## src/rtl/pwm_tone_sequencer.sv

```systemverilog
// rtl/pwm_tone_sequencer.sv - note-sequence player driving a PWM beeper
// Plays ROM entries (code, length) with start/stop/pause, loop/one-shot and end marker.
module pwm_tone_sequencer #(
   parameter int ADDR_W     = 8,
   parameter int SEQ_LEN    = 112,
   parameter int CNT_W      = 20,
   parameter int LEN_W      = 8,
   parameter int TICK_CYC   = 6250000,
   parameter int DUTY_SHIFT = 2
) (
   input  logic              clk,
   input  logic              rst_n,
   input  logic              start,
   input  logic              stop,
   input  logic              pause,
   input  logic              loop_en,
   output logic [ADDR_W-1:0] rom_addr,
   input  logic [7:0]        rom_note,
   input  logic [LEN_W-1:0]  rom_len,
   output logic [7:0]        note_code,
   input  logic [CNT_W-1:0]  period,
   output logic              beep,
   output logic              busy,
   output logic              done
);

   localparam logic [1:0] S_IDLE  = 2'd0;
   localparam logic [1:0] S_FETCH = 2'd1;
   localparam logic [1:0] S_LOAD  = 2'd2;
   localparam logic [1:0] S_PLAY  = 2'd3;

   localparam int TICK_W = (TICK_CYC > 1) ? $clog2(TICK_CYC) : 1;
   localparam logic [TICK_W-1:0] TICK_LAST = TICK_W'(TICK_CYC - 1);
   localparam logic [ADDR_W-1:0] ADDR_LAST = ADDR_W'(SEQ_LEN - 1);

   logic [1:0]        state;
   logic [LEN_W-1:0]  len_reg;
   logic [LEN_W-1:0]  unit_cnt;
   logic [TICK_W-1:0] tick_cnt;
   logic [CNT_W-1:0]  pwm_cnt;
   logic [CNT_W-1:0]  duty;
   logic              tick_wrap;
   logic              note_end;
   logic              pwm_wrap;
   logic              tone_on;

   assign duty      = period >> DUTY_SHIFT;
   assign tick_wrap = (tick_cnt == TICK_LAST);
   assign note_end  = tick_wrap && (unit_cnt == len_reg - LEN_W'(1));
   // A shrinking period can leave pwm_cnt beyond the new end; restart from 0 then.
   assign pwm_wrap  = (period == '0) || (pwm_cnt >= period - CNT_W'(1));
   assign tone_on   = (note_code != 8'd0) && (period != '0) && (pwm_cnt >= duty);

   always_ff @(posedge clk or negedge rst_n) begin
      if (!rst_n) begin
         state     <= S_IDLE;
         rom_addr  <= '0;
         note_code <= '0;
         len_reg   <= '0;
         unit_cnt  <= '0;
         tick_cnt  <= '0;
         pwm_cnt   <= '0;
         beep      <= 1'b0;
         busy      <= 1'b0;
         done      <= 1'b0;
      end else begin
         done <= 1'b0;
         beep <= 1'b0;
         busy <= (state != S_IDLE);
         if (stop) begin
            state    <= S_IDLE;
            rom_addr <= '0;
            busy     <= 1'b0;
         end else begin
            case (state)
               S_IDLE: begin
                  if (start) begin
                     state    <= S_FETCH;
                     rom_addr <= '0;
                  end
               end
               S_FETCH: state <= S_LOAD;
               S_LOAD: begin
                  note_code <= rom_note;
                  len_reg   <= rom_len;
                  tick_cnt  <= '0;
                  unit_cnt  <= '0;
                  pwm_cnt   <= '0;
                  if (rom_len == '0) begin
                     if (loop_en) begin
                        rom_addr <= '0;
                        state    <= S_FETCH;
                     end else begin
                        state <= S_IDLE;
                        done  <= 1'b1;
                     end
                  end else begin
                     state <= S_PLAY;
                  end
               end
               S_PLAY: begin
                  if (!pause) begin
                     if (note_end) begin
                        if (rom_addr == ADDR_LAST) begin
                           if (loop_en) begin
                              rom_addr <= '0;
                              state    <= S_FETCH;
                           end else begin
                              state <= S_IDLE;
                              done  <= 1'b1;
                           end
                        end else begin
                           rom_addr <= rom_addr + ADDR_W'(1);
                           state    <= S_FETCH;
                        end
                     end else begin
                        if (tick_wrap) begin
                           tick_cnt <= '0;
                           unit_cnt <= unit_cnt + LEN_W'(1);
                        end else begin
                           tick_cnt <= tick_cnt + TICK_W'(1);
                        end
                        pwm_cnt <= pwm_wrap ? '0 : pwm_cnt + CNT_W'(1);
                        beep    <= tone_on;
                     end
                  end
               end
               default: state <= S_IDLE;
            endcase
         end
      end
   end

endmodule

```

## config.mk

```make
export PLATFORM = sky130hd
export DESIGN_NAME = pwm_tone_sequencer
export DESIGN_NICKNAME = d
export VERILOG_FILES = /design/src/rtl/pwm_tone_sequencer.sv
export SDC_FILE = /design/constraint.sdc
export NUM_CORES = 1
export LEC_CHECK = 0
export ABC_AREA = 1
export ABC_CLOCK_PERIOD_IN_PS = 1900
export CAP_MARGIN = 25
export CORE_ASPECT_RATIO = 0.8
export CORE_MARGIN = 4
export CORE_UTILIZATION = 25
export CTS_CLUSTER_SIZE = 8
export DETAILED_ROUTE_END_ITERATION = 6
export DONT_BUFFER_PORTS = 1
export HOLD_SLACK_MARGIN = 0.05
export PLACE_DENSITY = 0.46
export SLEW_MARGIN = 20
export SYNTH_ARGS = -nofsm -noshare
export SYNTH_HDL_FRONTEND = slang
export SYNTH_SLANG_ARGS = --single-unit
```

## constraint.sdc

```tcl
create_clock -name clk -period 1.9 [get_ports clk]
set_input_delay 0.285 -clock clk [delete_from_list [all_inputs] [get_ports clk]]
set_output_delay 0.285 -clock clk [all_outputs]
set_load 0.05 [all_outputs]
```

==> results.md, run 1 <==
- In this run the deepest clock path goes through 2 buffers.
- Setup violations remaining at the end of the flow were counted as just over 60.
- The length of the first detailed-routing pass in iterations is 4.
- The number of global-route vias before repair was 6535.
- The worst IR drop on VDD is roughly 0.47 mV.
- The detailed route wirelength on metal2 is 9440 um.
- The signal on the critical path passes through inv_12 -> ha_4 -> inv_2 -> nor4_4 -> nand2_2 -> nor3_4 -> nand4_1 -> xor2_1 -> inv_1 -> ha_1 -> nand2_2 -> nor2_4 -> and2_4 -> nand3b_1 -> nand3_2 -> nor2_4 -> nand2_4 -> nor2_1 -> nand3_1 -> nand2_1.
- The maximum frequency from static timing analysis is around 0.41 GHz.
- The worst setup path is launched from a primary input.
- The slack of the critical path is -0.525 ns.
- The area added between synthesis and finish is 42.0%.
- The cell area after technology mapping is 6580 um^2.
- The number of synthesized flops with an enable pin is 0.
- The routed via count divided by cell count is 4.59.
- The count of yosys warnings during synthesis is 0.
- The critical-path maximum fanout is 8.
- STA puts the critical path data required time at ~2.2 ns.
- The final wirelength is 21800 um.
- Dividing total power by cell area gives a power density of roughly 760 nW/um^2.
- The proportion of total power due to net switching is 37.9%.
- Clock-pin slew was measured on the worst setup and hold paths at roughly 0.06 ns.
- The tree is rooted in a clkbuf_16.
- Of all cell types, the one taking the most synthesized area is dfrtp_1.
- The count of boundary I/O pins is 61.
- The fraction of the yosys area taken by sequential cells is 30.4%.
- The dominant register cell in the synthesized netlist is dfrtp_1.
- The die area is 29000 um^2.
- After synthesis, the cell types taking the most area are dfrtp_1, nand2_1, ha_1.
- Dividing the detail-routed wire length by the instance count gives 14.8 um.
- Synthesis instantiated 40 different standard cells from the library.
- The number of nets in the layout is 1202.
- The worst relative slew slack is 63.2%.
- The delay of the slowest cell on the worst path is 0.29 ns.
- The die extent in x is ~190 um.
- The total number of vias is 6756.
- The relative contribution of the clock network to total power is about 30%.
- The top-area cell type share of the netlist area is 30.4%.
- The setup clock skew after layout is ~0.0096 ns.
- The register with the most flip-flops is tick_cnt.
- The post-synth net total is 1048.
- The H-tree generated during clock tree synthesis spans 3 levels.
- The largest registers in the layout are tick_cnt x23, pwm_cnt x20.
- The highest routed metal layer is met4.
- After clock tree synthesis, the flow added hold-fix buffers numbering 1.
- Across the run, the number of max-cap violations was 0.
- The final-report max-slew violation count came to 0.
- By area, the combinational part of the netlist is dominated by simple AND/OR/NAND/NOR gates.
- The clock drives 80 sinks.
- At the pin with the least slew margin, the transition time is roughly 0.55 ns.
- The total congestion overflow is 0.
- Detailed placement ended at an HPWL of 15800 um.
- The setup path with the least slack is of type in2reg.
- The number of hold violations in the final report is 80.
- The clock latency on the worst-skew pair is between 0.3 and 0.4 ns.
- The synthesized-area fraction occupied by xor and xnor cells is between 6 and 7%.
- Entering global routing, the biggest net connects 81 pins.
- The clock tree from TritonCTS is yes.
- The region available for standard cell placement spans around 26000 um^2.
- Averaged over all synthesized cells, the footprint is 6.85 um^2.
- The minimum clock period after layout is 2.42 ns.
- The worst-case hold slack is -0.371 ns.
- The number of buffers added on ports is 0.
- The leakage power summed over all cells is 4.42 nW.
- In this run the vertical extent of the chip is 153 um.
- The basic-gate share of the synthesized area counting and, or, nand and nor cells is 36.5%.
- The register with the most flip-flops in the layout has 23 of them.
- The first routing iteration left roughly 360 violations.
- The effective utilization at floorplan is 25.7%.
- At the worst endpoint, the arrival time is 2.70 ns.
- Measured against the total synthesized area, the mux share comes to 1.37%.
- The number of instances in the synthesized netlist is between 900 and 1000.
- The global-route wire length before repair is about 35000 um.
- 0 antenna diodes ended up in the layout.
- Per report_power, the sequential group accounts for 30.6% of the total.
- The highest-delay cell along the critical path is ha_1.
- The synthesized design contains 80 register bits.
- Cells fill between 30% and 40% of the core in the end.
- The async set-or-reset flop fraction in the synthesized netlist is 100%.
- The sum of met3 wire segment lengths after detailed routing is 967 um.
- The capturing element type of the critical path is a flop.
- The weighted congestion at the end of routability-driven global placement is approximately 0.91.
- The path category of the worst min-delay check is in2async.
- The run finished, with violations left.
- The floorplan has 52 rows.
- The number of remaining DRC errors is 0.
- For this run, the total global-route usage over all layers was measured as 14.5%.
- The fraction of the mapped netlist area in adder cells is under 10%.
- Once detail routing completed, the nets flagged for antenna violations numbered 0.
- The final clock period utilization by the worst path is 128%.
- The final sum of negative setup slack is -14.99 ns.
- The initial antenna violation count was 0.
- Combinational logic burns around two fifths of the power.
- The final reports fail on hold timing, setup timing.
- Setup repair after global routing could not meet its margin everywhere.
- The total internal power is roughly 4.4 mW.
- For this block, wires on met1 add up to 11100 um.
- The share of cells above drive strength 1 is between 20% and 30%.
- Summed over all nets, the switching power comes to 2.68 mW.
- Counting the buffers created by CTS gives 9.
- The compound-gate portion of the synthesized area is 7.17%.
-- per-layer routing --
layer / GRT usage (%) / up-vias
li1: - / 3482
met4: 2.96 / 0
met5: 0 / -
met2: 22.1 / 133
met1: 21.8 / 3121
met3: 2.28 / 20
-- cells by family after synthesis --
family / Yosys count
buffers and inverters: 148
AOI/OAI and AO/OA: 86
muxes: 8
adders and majority gates: 45
xor gates and xnor gates: 51
DFF: 80
and+or+nand+nor: 543
-- path summary, 6_finish.rpt --
kind                              from           end  slack [ns]  cells after the start
setup / recovery             period[1]    pwm_cnt[7]       -0.52                     20
hold / removal                   rst_n    len_reg[5]       -0.37                      0
setup reg to reg            len_reg[1]    pwm_cnt[7]       -0.19                     17
hold reg to reg            unit_cnt[7]   unit_cnt[7]        0.55                      2
max in group asynchronous        rst_n   pwm_cnt[12]        2.12                      0
min in group clk           rom_note[1]  note_code[1]        0.08                      1
-- cell type report --
class / count / area [um^2]
Multi-Input combinational cell: 734 / 4620
Tap cell: 351 / 439
Clock inverter: 6 / 116
Clock buffer: 10 / 229
Fill cell: 2723 / 16300
Timing Repair Buffer: 162 / 1430
Sequential cell: 80 / 2000
Inverter: 128 / 508
-- Yosys cell counts, drive strengths merged, types with 2 or more instances --
master	n
a21oi	23
nor3	34
inv	126
a211oi	2
buf	13
xor2	43
mux2	8
nand3	88
a21o	3
nand4	42
clkinv	2
a31oi	2
nor4	13
nor3b	4
ha	45
dfrtp	80
o21ai	50
nor2	103
nand3b	4
clkbuf	7
xnor2	8
nand2	253
-- power groups by stage --
stage,sequential (mW),combinational (mW),clock (mW)
after floorplan,2.46,1.12,0
after global placement,2.19,2.24,0
after detailed placement,2.19,2.25,0
after CTS,2.17,2.62,2.14
after global routing,2.20,3.07,2.22
final,2.16,2.81,2.08
-- cell usage in the layout, fill, tap and decap left out, types with 16 or more instances in the layout --
cell type and count:
nand2_4 16, o21ai_0 17, a21oi_1 19, nand2_1 198
o21ai_1 27, inv_1 110, ha_1 39, nor2_1 84
buf_4 137, xor2_1 42, nand2_2 37, nand3_1 70
nor3_1 30, dfrtp_1 78, nand4_1 42
-- what timing repair did --
action | in CTS | in global routing
cloned | 6 | 3
endpoints found under the hold margin | 81 | 80
buffers inserted | 8 | 5
setup endpoints to repair | 62 | 63
pin swaps | 37 | 28
resized for setup | 101 | 69
-- stage by stage --
stage | worst slack, ns | instance area, um^2 | power [mW] | std cells
global route | -0.772 | 9340 | 7.49 | 1471
detailed placement | -1.05 | 8080 | 4.44 | 1433
CTS | -0.472 | 8960 | 6.92 | 1464
finish | -0.525 | 9340 | 7.06 | 1471
global placement | -0.975 | 8080 | 4.42 | 1433
floorplan | -0.813 | 6660 | 3.58 | 961
-- worst max-delay path: cells and delay by family --
family	cells	cell delay, ns
simple gates	14	1.72
xor+xnor	1	0.15
buf+inv	3	0.13
fa+ha+maj	2	0.41
Note: power is estimated with default switching activity, not from simulation.
==> run 2, diff against run 1 <==
--- a/config.mk
+++ b/config.mk
@@ -8,6 +8,8 @@
 export ABC_AREA = 1
 export ABC_CLOCK_PERIOD_IN_PS = 1900
 export CAP_MARGIN = 25
+export CELL_PAD_IN_SITES_DETAIL_PLACEMENT = 0
+export CELL_PAD_IN_SITES_GLOBAL_PLACEMENT = 2
 export CORE_ASPECT_RATIO = 0.8
 export CORE_MARGIN = 4
 export CORE_UTILIZATION = 25
@@ -15,7 +17,7 @@
 export DETAILED_ROUTE_END_ITERATION = 6
 export DONT_BUFFER_PORTS = 1
 export HOLD_SLACK_MARGIN = 0.05
-export PLACE_DENSITY = 0.46
+export PLACE_DENSITY_LB_ADDON = 0.1
 export SLEW_MARGIN = 20
 export SYNTH_ARGS = -nofsm -noshare
 export SYNTH_HDL_FRONTEND = slang
==> run 2 against run 1 <==
The flow still finishes with violations (hold timing, setup timing). Sequential power hardly changed. Count of clock-buffer cells in the layout down 1. Critical path depth unchanged. First-iteration DRC count is 0.55% lower. Fmax is 1.4% lower. Sequential share of layout area down 0.44 points. Utilization up 0.76 points. Global-route usage grew 1.9 points. Die area is the same.
==> results.md, run 2 (synthesis gave the netlist of run 1 again) <==
- The max-capacitance violation count was 0 (unchanged).
- The final wirelength is 24000 um (+10%).
- The maximum frequency from static timing analysis is 0.407 GHz (-1.4%).
- The routed wire length per instance is 16.0 um (+8.1%).
- The count of boundary I/O pins is 61 (unchanged).
- The leakage power summed over all cells is 4.56 nW (+3.2%).
- The critical path arrival is 2.74 ns (+0.04 ns).
- The number of cell instances on the worst register-to-register path is 17 (unchanged).
- The largest net degree at the start of global routing was 81 (unchanged).
- The die extent in x came to 189 um (unchanged).
- The global routing usage summed across all routing layers was 16.5% (+1.9 points).
- The die area is 29000 um^2 (unchanged).
- The power density normalized to cell area came to 723 nW/um^2 (-4.3%).
- The global routing usage on met3 is 3.44% (+1.2 points).
- The core area was 25600 um^2 (unchanged).
- In the layout the commonest cells are nand2_1, buf_4, inv_1, nor2_1, dfrtp_1.
- The cell sitting at the root of the clock tree is a clkbuf_16.
- The routed via count divided by cell count is 4.54 (-1.2%).
- The clock transition at the registers of the reported paths is 0.07 ns (about the same).
- The proportion of total power due to net switching was 39.7% (+1.8 points).
- The global-route wire length before repair is 37600 um (+8.8%).
- The delay of the slowest cell on the worst path was 0.23 ns (-0.06 ns).
- The worst IR drop on VDD is 0.478 mV (+1.6%).
- In this run the critical register-to-register path is captured at pwm_cnt[3].
- The cell total after placement came to 1450 (+1.2%).
- The total internal power is 4.16 mW (-5.1%).
- The initial antenna violation count is 0 (unchanged).
- The residual antenna-violating net count after detailed routing is 0 (unchanged).
- The relative contribution of the clock network to total power is 26.9% (-2.6 points).
- The worst-margin pin slew is 0.608 ns (+0.0589 ns).
- The number of nets in the layout came to 1230 (+2.3%).
- The number of clock sinks is 80 (unchanged).
- The worst register-to-register path begins at len_reg[1].
- The critical path in this run is classified as in2reg.
- The startpoint type of the worst setup path is a primary input.
- The global routing met1 resource utilization is 26.2% (+4.4 points).
- The weighted congestion at the end of routability-driven global placement is 0.818 (-9.8%).
- The total number of vias is 6803 (+0.70%).
- The number of global-route vias before repair is 6523 (-0.18%).
- The vertical die dimension is 153 um (unchanged).
- The highest-delay cell along the critical path is ha_4.
- The row count was 52 (unchanged).
- The minimum clock period after layout came to 2.46 ns (+0.0345 ns).
- The worst relative slew slack came to 59.3% (-3.9 points).
- The total congestion overflow is 0 (unchanged).
- The combinational cell fraction of total power is 41.3% (+1.5 points).
- The power spent charging and discharging nets is 2.74 mW (+2.2%).
- The fill cell instance count of the final layout is 2778 (+2.0%).
- The length of the first detailed-routing pass in iterations is 5 (+1).
- The effective utilization at floorplan came to 25.7% (unchanged).
- The final design instance area without fill came to 9540 um^2 (+2.1%).
- The largest registers in the layout are tick_cnt x23, pwm_cnt x20.
- The number of cells in the finished layout apart from fillers is 1499 (+1.9%).
- The clock tree from TritonCTS is yes.
- The clock latency on the worst-skew pair is 0.36 ns (about the same).
- The number of buffers added by the clock tree synthesis step is 9 (unchanged).
- The worst-case hold slack is -0.380 ns (-0.00893 ns).
- The number of flip-flops under the largest register name is 23 (unchanged).
- Setup repair after global routing could not meet its margin everywhere.
- The number of buffers on the longest clock path is 2 (unchanged).
- The number of remaining DRC errors was 0 (unchanged).
- The library cell used most frequently in the layout, excluding fill and tap cells, is nand2_1.
- The setup clock skew after layout is 0.0105 ns (+0.000879 ns).
- The DRC marker count from the first detailed-route iteration is 360 (-0.55%).
- The slack of the critical path is -0.559 ns (-0.0345 ns).
- Among the stages of the critical path, the cell type that occurs most often is inv_1.
- In this run the most used layer during global routing was met1.
- The number of buffers added on ports is 0 (unchanged).
- The final clock period utilization by the worst path is 129% (+1.8 points).
- Walking the worst path, the cells encountered are nor2_2 -> inv_1 -> nor3_2 -> nand2_2 -> inv_2 -> nand2_1 -> inv_1 -> nand3_2 -> nor3_2 -> xor2_1 -> inv_1 -> ha_4 -> a21oi_1 -> o21ai_1 -> a21oi_2 -> nand3_2 -> nor2_4 -> buf_6 -> nand4_1 -> o21ai_1.
- The flow ran to the end, but the final reports show violations.
- The part of the total power dissipated in sequential elements is 31.7% (+1.1 points).
- The share of cells above drive strength 1 was 30.1% (+1.2 points).
- The number of hold violations in the final report was 80 (unchanged).
- The H-tree depth came to 3 (unchanged).
- The final-report max-slew violation count came to 0 (unchanged).
- The buffering stage count on the worst path with inverters included is 5 (+2).
- The total setup violations reported at the end of the flow is 62 (+1.6%).
- The area growth from synthesis to layout is 45.0%.
- The total placed instance area is 8200 um^2 (+1.6%).
- The slack of the worst reg-to-reg path is -0.32 ns (-0.13 ns).
- The antenna cell count is 0 (unchanged).
- The checks that failed: hold timing, setup timing.
- The worst setup path startpoint is period[6].
- The critical path data required time is 2.18 ns (about the same).
- The final design utilization is 37.2% (+0.76 points).
- The half-perimeter wire length of the detailed placement result is 18100 um (+14%).
- The capturing element type of the critical path is a flop.
- Counting flops per register, the top entry is tick_cnt.
- The met2 demand-to-capacity share in global routing came to 22.7% (+0.60 points).
- The cell family with the largest share of critical-path delay is simple AND/OR/NAND/NOR gates.
- The critical-path maximum fanout is 8 (unchanged).
- The path category of the worst min-delay check is in2async.
- The cts-stage hold buffer count is 2 (+1).
-- run 2: per-stage QoR --
step | TNS (ns) | setup WS, ns | power, mW
2_1_floorplan | -15.69 | -0.813 | 3.58
3_3_place_gp | -30.23 | -1.09 | 4.50
3_5_place_dp | -31.05 | -1.14 | 4.49
4_1_cts | -18.36 | -0.511 | 6.88
5_1_grt | -31.11 | -0.797 | 7.35
6_report | -19.63 | -0.559 | 6.90
-- run 2: metal layers --
layer / up-vias / part of all wire (%)
met3: 16 / 4.8
met5: - / 0
met2: 126 / 40
met4: 0 / 0.78
met1: 3130 / 55
li1: 3531 / -
-- run 2: timing repair --
item	CTS	global route
gates cloned	7	1
resized for setup	102	83
endpoints found under the hold margin	82	80
setup endpoints to repair	62	63
setup buffers	19	12
pin swaps	39	22
-- run 2: worst reg2reg max path, cell delays in order (launching register included) --
cell and delay [ns]:
dfrtp_1 0.38, inv_2 0.07, ha_4 0.18, buf_4 0.14, nand3_1 0.07, nand3_1 0.06, nand2_1 0.07, inv_1 0.04
nor2_1 0.08, nand2_1 0.09, nor2_4 0.15, nand2_4 0.08, buf_6 0.13, a21boi_4 0.18, buf_6 0.15, clkbuf_16 0.17
nand2_1 0.05, o21ai_1 0.07
-- run 2: how the worst max path moves through the flow --
stage / cells past startpoint / endpoint
5_1_grt: 21 / pwm_cnt[18]
6_report: 20 / pwm_cnt[15]
2_1_floorplan: 20 / pwm_cnt[17]
3_3_place_gp: 20 / pwm_cnt[14]
4_1_cts: 19 / pwm_cnt[18]
3_5_place_dp: 21 / pwm_cnt[7]
-- run 2: cell type report --
| cell class | instances | area [um^2] | share of cell area [%] |
|---|---|---|---|
| clock buffer | 9 | 225 | 2.36 |
| sequential | 80 | 2000 | 21.0 |
| tap | 351 | 439 | 4.60 |
| timing repair buffer | 191 | 1690 | 17.7 |
| inverter | 128 | 538 | 5.64 |
| multi-input combinational | 733 | 4570 | 47.9 |
| clock inverter | 7 | 76.3 | 0.800 |
-- run 2: power by group through the flow --
stage / combinational [mW] / clock [mW] / sequential, mW
3_5_place_dp: 2.27 / 0 / 2.22
5_1_grt: 3.12 / 2.01 / 2.22
4_1_cts: 2.74 / 1.94 / 2.19
2_1_floorplan: 1.12 / 0 / 2.46
6_report: 2.85 / 1.86 / 2.19
3_3_place_gp: 2.28 / 0 / 2.22
==> run 3, diff against run 2 <==
--- a/config.mk
+++ b/config.mk
@@ -6,11 +6,9 @@
 export NUM_CORES = 1
 export LEC_CHECK = 0
 export ABC_AREA = 1
-export ABC_CLOCK_PERIOD_IN_PS = 1900
 export CAP_MARGIN = 25
 export CELL_PAD_IN_SITES_DETAIL_PLACEMENT = 0
 export CELL_PAD_IN_SITES_GLOBAL_PLACEMENT = 2
-export CORE_ASPECT_RATIO = 0.8
 export CORE_MARGIN = 4
 export CORE_UTILIZATION = 25
 export CTS_CLUSTER_SIZE = 8
@@ -18,6 +16,7 @@
 export DONT_BUFFER_PORTS = 1
 export HOLD_SLACK_MARGIN = 0.05
 export PLACE_DENSITY_LB_ADDON = 0.1
+export SETUP_SLACK_MARGIN = 0.15
 export SLEW_MARGIN = 20
 export SYNTH_ARGS = -nofsm -noshare
 export SYNTH_HDL_FRONTEND = slang
==> run 3 against run 2 <==
The run still ends with hold timing, setup timing left. Sequential share of layout area shrank 0.63 points. Clock power is essentially flat. Critical path depth did not move. First-iteration DRC count is 23% lower. Cell area grew 3.2%. Combinational power is essentially flat. Critical endpoint is now pwm_cnt[16]. Largest cell class unchanged. Largest power group unchanged.
==> results.md, run 3 (synthesis gave the netlist of run 1 again) <==
- The worst-case hold slack is -0.363 ns (+0.0169 ns).
- Leaving out fill and tap cells, the most frequent cell in the layout is nand2_1.
- The die extent in x is 170 um (-10%).
- The maximum frequency from static timing analysis came to 0.412 GHz (+1.3%).
- The critical path in this run is classified as in2reg.
- The antenna cell count came to 0 (unchanged).
- The clock transition at the registers of the reported paths was 0.08 ns (about the same).
- The minimum clock period after layout is 2.43 ns (-0.0326 ns).
- The final-report max-slew violation count is 0 (unchanged).
- The final reports fail on hold timing, setup timing.
- The largest net degree at the start of global routing is 81 (unchanged).
- The final design utilization is 37.9% (+0.66 points).
- The residual antenna-violating net count after detailed routing came to 0 (unchanged).
- Setup repair after global routing could not meet its margin everywhere.
- The worst-margin pin slew is 0.508 ns (-0.0999 ns).
- The number of buffers added by the clock tree synthesis step is 9 (unchanged).
- The initial antenna violation count was 0 (unchanged).
- The max-capacitance violation count is 0 (unchanged).
- The slack of the critical path is -0.527 ns (+0.0326 ns).
- The clock tree from TritonCTS is yes.
- The fill cell instance count of the final layout is 2791 (+0.47%).
- The routed wire length per instance is 16.2 um (+0.89%).
- The highest-delay cell along the critical path is nor4_4.
- The total setup violations reported at the end of the flow is 62 (unchanged).
- The worst IR drop on VDD was 0.906 mV (+90%).
- The critical path data required time came to 2.17 ns (about the same).
- The length of the first detailed-routing pass in iterations came to 4 (-1).
- The area added between synthesis and finish is 49.5%.
- The cts-stage hold buffer count is 1 (-1).
- The worst relative slew slack is 66.0% (+6.7 points).
- The number of hold violations in the final report came to 80 (unchanged).
- The worst setup path is launched from a primary input.
- The critical path goes through clkinv_16 -> ha_4 -> inv_4 -> nor4_4 -> nand2_2 -> nor2_4 -> buf_4 -> nand4_1 -> xor2_1 -> inv_1 -> ha_4 -> nand2_2 -> nor2_2 -> and2_1 -> nand3b_1 -> nand3_2 -> nor2_4 -> buf_6 -> nand4_1 -> o21ai_1.
- The share of cells above drive strength 1 was 31.4% (+1.3 points).
- The run finished, with violations left.
- The post-layout total power is 7.07 mW (+2.5%).
- The total number of vias is 6800 (-0.044%).
- The number of global-route vias before repair is 7032 (+7.8%).
- The effective utilization at floorplan is 25.3% (-0.35 points).
- The number of flip-flops under the largest register name came to 23 (unchanged).
- The H-tree depth came to 3 (unchanged).
- The number of buffers added on ports came to 0 (unchanged).
- The worst hold path belongs to the class in2async.
- The number of remaining DRC errors is 0 (unchanged).
- The delay of the slowest cell on the worst path is 0.24 ns (about the same).
- The global routing usage summed across all routing layers was 16.8% (+0.39 points).
- The final clock period utilization by the worst path is 128% (-1.7 points).
- The critical path arrival is 2.70 ns (-0.04 ns).
- The top cell types in the final layout, fill and taps aside, are nand2_1, buf_4, inv_1, nor2_1, dfrtp_1.
- The die area is 29000 um^2 (about the same).
- The power density normalized to cell area was 719 nW/um^2 (-0.61%).
- The number of nets in the layout came to 1234 (+0.33%).
- The setup clock skew after layout is 0.0191 ns (+0.00869 ns).
- The DRC marker count from the first detailed-route iteration came to 279 (-23%).
- The largest registers in the layout are tick_cnt x23, pwm_cnt x20.
- The weighted congestion at the end of routability-driven global placement is 0.778 (-4.9%).
- The number of buffers on the longest clock path is 2 (unchanged).
- The half-perimeter wire length of the detailed placement result is 17300 um (-4.0%).
- The capturing element type of the critical path is a flop.
- The cell sitting at the root of the clock tree is a clkbuf_16.
- The core area is 26000 um^2 (+1.4%).
- The vertical die dimension came to 170 um (+11%).
- The count of boundary I/O pins was 61 (unchanged).
- The leakage power summed over all cells is 4.68 nW (+2.5%).
- The final wirelength was 24000 um (about the same).
- The routed via count divided by cell count is 4.57 (+0.76%).
- The global-route wire length before repair is 38500 um (+2.3%).
- The register with the most flip-flops in the final layout is tick_cnt.
- The row count is 59 (+13%).
- The critical-path maximum fanout is 8 (unchanged).
- The clock latency on the worst-skew pair is 0.36 ns (about the same).
- The total congestion overflow is 0 (unchanged).
- The number of clock sinks is 80 (unchanged).
[run 3: area by class of cell]
cell class | count | area (um^2) | area share [%]
timing repair buffer | 195 | 1960 | 19.9
inverter | 128 | 522 | 5.30
sequential | 80 | 2010 | 20.4
tap | 335 | 419 | 4.26
clock inverter | 5 | 56.3 | 0.572
clock buffer | 11 | 243 | 2.47
multi-input combinational | 733 | 4630 | 47.1
[run 3: final timing paths]
| check | start | end | slack [ns] | cells after the start |
|---|---|---|---|---|
| worst max-delay path | period[1] | pwm_cnt[16] | -0.53 | 20 |
| worst min-delay path | rst_n | tick_cnt[9] | -0.36 | 0 |
| worst max register to register | len_reg[1] | tick_cnt[20] | -0.36 | 18 |
| worst min register to register | len_reg[4] | len_reg[4] | 0.54 | 2 |
| max in group asynchronous | rst_n | rom_addr[1] | 2.11 | 0 |
| min in group clk | rom_note[1] | note_code[1] | 0.09 | 1 |
[run 3: report_power, final]
group | total, mW | internal (mW) | switching, mW | leakage [nW]
sequential | 2.41 | 1.91 | 0.491 | 1.08
combinational | 2.82 | 1.36 | 1.46 | 3.45
clock | 1.85 | 1.05 | 0.792 | 0.145
total | 7.07 | 4.33 | 2.74 | 4.68
[run 3: per-layer routing]
metal  up-vias  part of all wire, %  track usage, %
li1       3546                    -               -
met1      3133                   49            23.8
met2       106                   46            27.3
met3        15                  3.8            2.69
met4         0                  1.0            3.65
met5         -                    0               0
[run 3: worst max-delay path, delay by kind of cell]
kind / cells / cell delay, ns
adder cells (fa/ha/maj): 2 / 0.34
buffers and inverters: 5 / 0.42
XOR/XNOR: 1 / 0.15
AND/OR/NAND/NOR: 11 / 1.36
AO/OA/AOI/OAI: 1 / 0.13
[run 3: stage by stage]
stage | TNS (ns) | cell area, um^2 | instances | setup WS (ns)
detailed placement | -28.83 | 8210 | 1430 | -1.15
floorplan | -15.32 | 6710 | 961 | -0.811
global route | -33.43 | 9840 | 1487 | -0.776
CTS | -20.46 | 9550 | 1482 | -0.520
global placement | -27.57 | 8210 | 1430 | -1.09
finish | -21.71 | 9840 | 1487 | -0.527
[run 3: what timing repair did]
action	in CTS	in global routing
gates cloned	11	2
resized for setup	129	58
pin swaps	41	27
hold endpoints to repair	81	80
endpoints found under the setup margin	62	63
setup buffers	24	3
==> patch (flow settings as in run 1) <==
Change the parameter `ADDR_W` from 8 to 7.
--- a/src/rtl/pwm_tone_sequencer.sv
+++ b/src/rtl/pwm_tone_sequencer.sv
@@ -1,7 +1,7 @@
 // rtl/pwm_tone_sequencer.sv - note-sequence player driving a PWM beeper
 // Plays ROM entries (code, length) with start/stop/pause, loop/one-shot and end marker.
 module pwm_tone_sequencer #(
-   parameter int ADDR_W     = 8,
+   parameter int ADDR_W     = 7,
    parameter int SEQ_LEN    = 112,
    parameter int CNT_W      = 20,
    parameter int LEN_W      = 8,
Ports: changed (resized rom_addr); port bits go from 61 to 60. No check against the original RTL was run, so the function may have changed too.
==> patch against run 1 <==
The flow still finishes with violations (negative hold slack, negative setup slack); area after synthesis decreased by 0.89%; via count decreased by 4.6%; die area fell by 0.85%; clock skew about the same; first-iteration DRC count up 4.4%; global-route usage is 0.14 points lower; sequential cell count shrank 1; cell area fell by 0.84%; routed wire length decreased by 5.1%; worst setup slack better by 0.11 ns; total power shrank 3.5%; critical endpoint is now pwm_cnt[6]$_DFFE_PN0P_; worst hold slack gained 0.0068 ns.
==> patch: results (changes against run 1) <==
[outcome]
outcome=complete, but fails checks
violations=negative hold slack, negative setup slack

[logic_synthesis]
synth.top_cells.by_count=nand2_1 (227), nor2_1 (117), inv_1 (100)
synth-adder-area-share_pct=8.634  ; +0.077 points
ys_seq_area_share_pct=30.31  ; -0.11 points
synth_compound_area_share_pct=6.427  ; -0.74 points
ys_warn_count=0  ; unchanged
ys_types=37  ; -7.5%
synth_fp_nets=1016  ; -3.1%
synth_area_leaders=dfrtp_1 (30%), nand2_1 (13%), ha_1 (8.6%)
synth_xor_area_share_pct=8.058  ; +1.3 points
synth_mux_area_share_pct=1.381  ; +0.012 points
async_reset_ff_share_pct=100.0  ; unchanged

[critical_path]
crit_arrival_ns=2.55  ; -0.15 ns
cp_slowest_cell=nor3_1
r2r-end=pwm_cnt[14]$_DFFE_PN0P_
ff2ff_setup_slack_ns=-0.15  ; +0.04 ns
worstPathMaxFanout=10  ; +2
r2r_cells=16  ; -1
r2r_start=len_reg[1]$_DFFE_PN0P_
critical_path.max_stage_delay_ns=0.33  ; +0.04 ns

[cts]
clock-root-buffer=clkbuf_16
ctsHoldBuffers=1  ; unchanged
htree_num_levels=3  ; unchanged
cts.clk_slew.worst_paths_ns=0.06  ; about the same
insertion_delay_ns=0.35  ; about the same
clockBufferDepth=2  ; unchanged

[placed_design]
dp_hpwl_um=15060  ; -4.8%
port_buffers=0  ; unchanged
place_area_mm2=0.007973  ; -1.3%
globalplace.congestion=0.8789  ; -3.1%

[timing]
hold_viol=79  ; -1.3%
finClkSkew_ns=0.009848  ; +0.0002704 ns
fin_ws_ns=-0.4101  ; +0.1148 ns
finalSetupViolations=49  ; -20%
hold_slack_ns=-0.3640  ; +0.006793 ns
max_slew.worst_pin.slew_ns=0.5433  ; -0.005681 ns

[grt]
antenna_found_initial=0  ; unchanged
grt_pass1_wl_um=33930  ; -1.9%
grt.total_usage_pct=14.40  ; -0.14 points
grt_pass1_vias=6283  ; -3.9%
grt_max_degree=80  ; -1.2%

[finish]
multi_input_area_mm2=0.004593  ; -0.51%
nFillCells=2725  ; +0.073%
antenna_cells=0  ; unchanged
biggestRegsByFlops=tick_cnt x23, pwm_cnt x20
drive_above_1_share_pct=30.91  ; +2.0 points
nets=1156  ; -3.8%

[route]
dr.pass1.iters=5  ; +1
routed_wl_um=20680  ; -5.1%
drt_iter0_markers=378  ; +4.4%
vias=6445  ; -4.6%

[power]
leakage_nw=4.420  ; about the same
ir_drop_v=0.0004327  ; -7.9%

[job]
drv_cap=0  ; unchanged

patch: area by class of cell:
class | count | area share [%]
inverters | 109 | 4.632
well taps | 351 | 4.740
clock inverters | 4 | 0.3241
repair buffers | 151 | 16.57
clock buffers | 12 | 2.768
flip-flops and latches | 79 | 21.39
multi-input cells | 719 | 49.57
patch: power by group:
part	switching [mW]	internal, mW
logic	1.68	1.32
registers	0.243	1.91
clock network	0.711	0.959
patch: cells by family (layout without fill, tap and decap cells):
family | after synthesis | after routing
fa+ha+maj | 45 | 45
mux | 8 | 8
xor+xnor | 60 | 60
simple gates | 527 | 527
flops | 79 | 79
compound gates | 79 | 79
buf+inv | 131 | 276
patch: what timing repair did:
item	4_1_cts	5_1_grt
pin swaps	36	27
buffers inserted	13	5
endpoints found under the setup margin	59	62
gates resized for setup	90	80
endpoints found under the hold margin	80	79
cloned	11	1
patch: worst max-delay path by stage:
stage | endpoint | cells past startpoint | start | slack (ns)
floorplan | pwm_cnt[17]$_DFFE_PN0P_ | 16 | period[0] | -0.35
global placement | pwm_cnt[17]$_DFFE_PN0P_ | 17 | period[12] | -0.78
detailed placement | pwm_cnt[17]$_DFFE_PN0P_ | 18 | period[7] | -0.82
CTS | pwm_cnt[2]$_DFFE_PN0P_ | 18 | period[1] | -0.39
global route | pwm_cnt[19]$_DFFE_PN0P_ | 18 | period[1] | -0.59
finish | pwm_cnt[6]$_DFFE_PN0P_ | 16 | period[1] | -0.41
patch: metrics by stage:
step	instances	setup WS (ns)	TNS (ns)
2_1_floorplan	929	-0.3455	-6.487
3_3_place_gp	1383	-0.7789	-16.39
3_5_place_dp	1383	-0.8231	-18.30
4_1_cts	1422	-0.3879	-8.945
5_1_grt	1425	-0.5856	-17.58
6_report	1425	-0.4101	-9.688
patch: per-layer routing:
metal	track usage (%)	vias to the layer above	routed length [um]
met3	2.268	14	635
met2	21.25	86	8942
met4	2.914	0	276
li1	-	3313	-
met5	0	-	0
met1	22.15	3032	10820
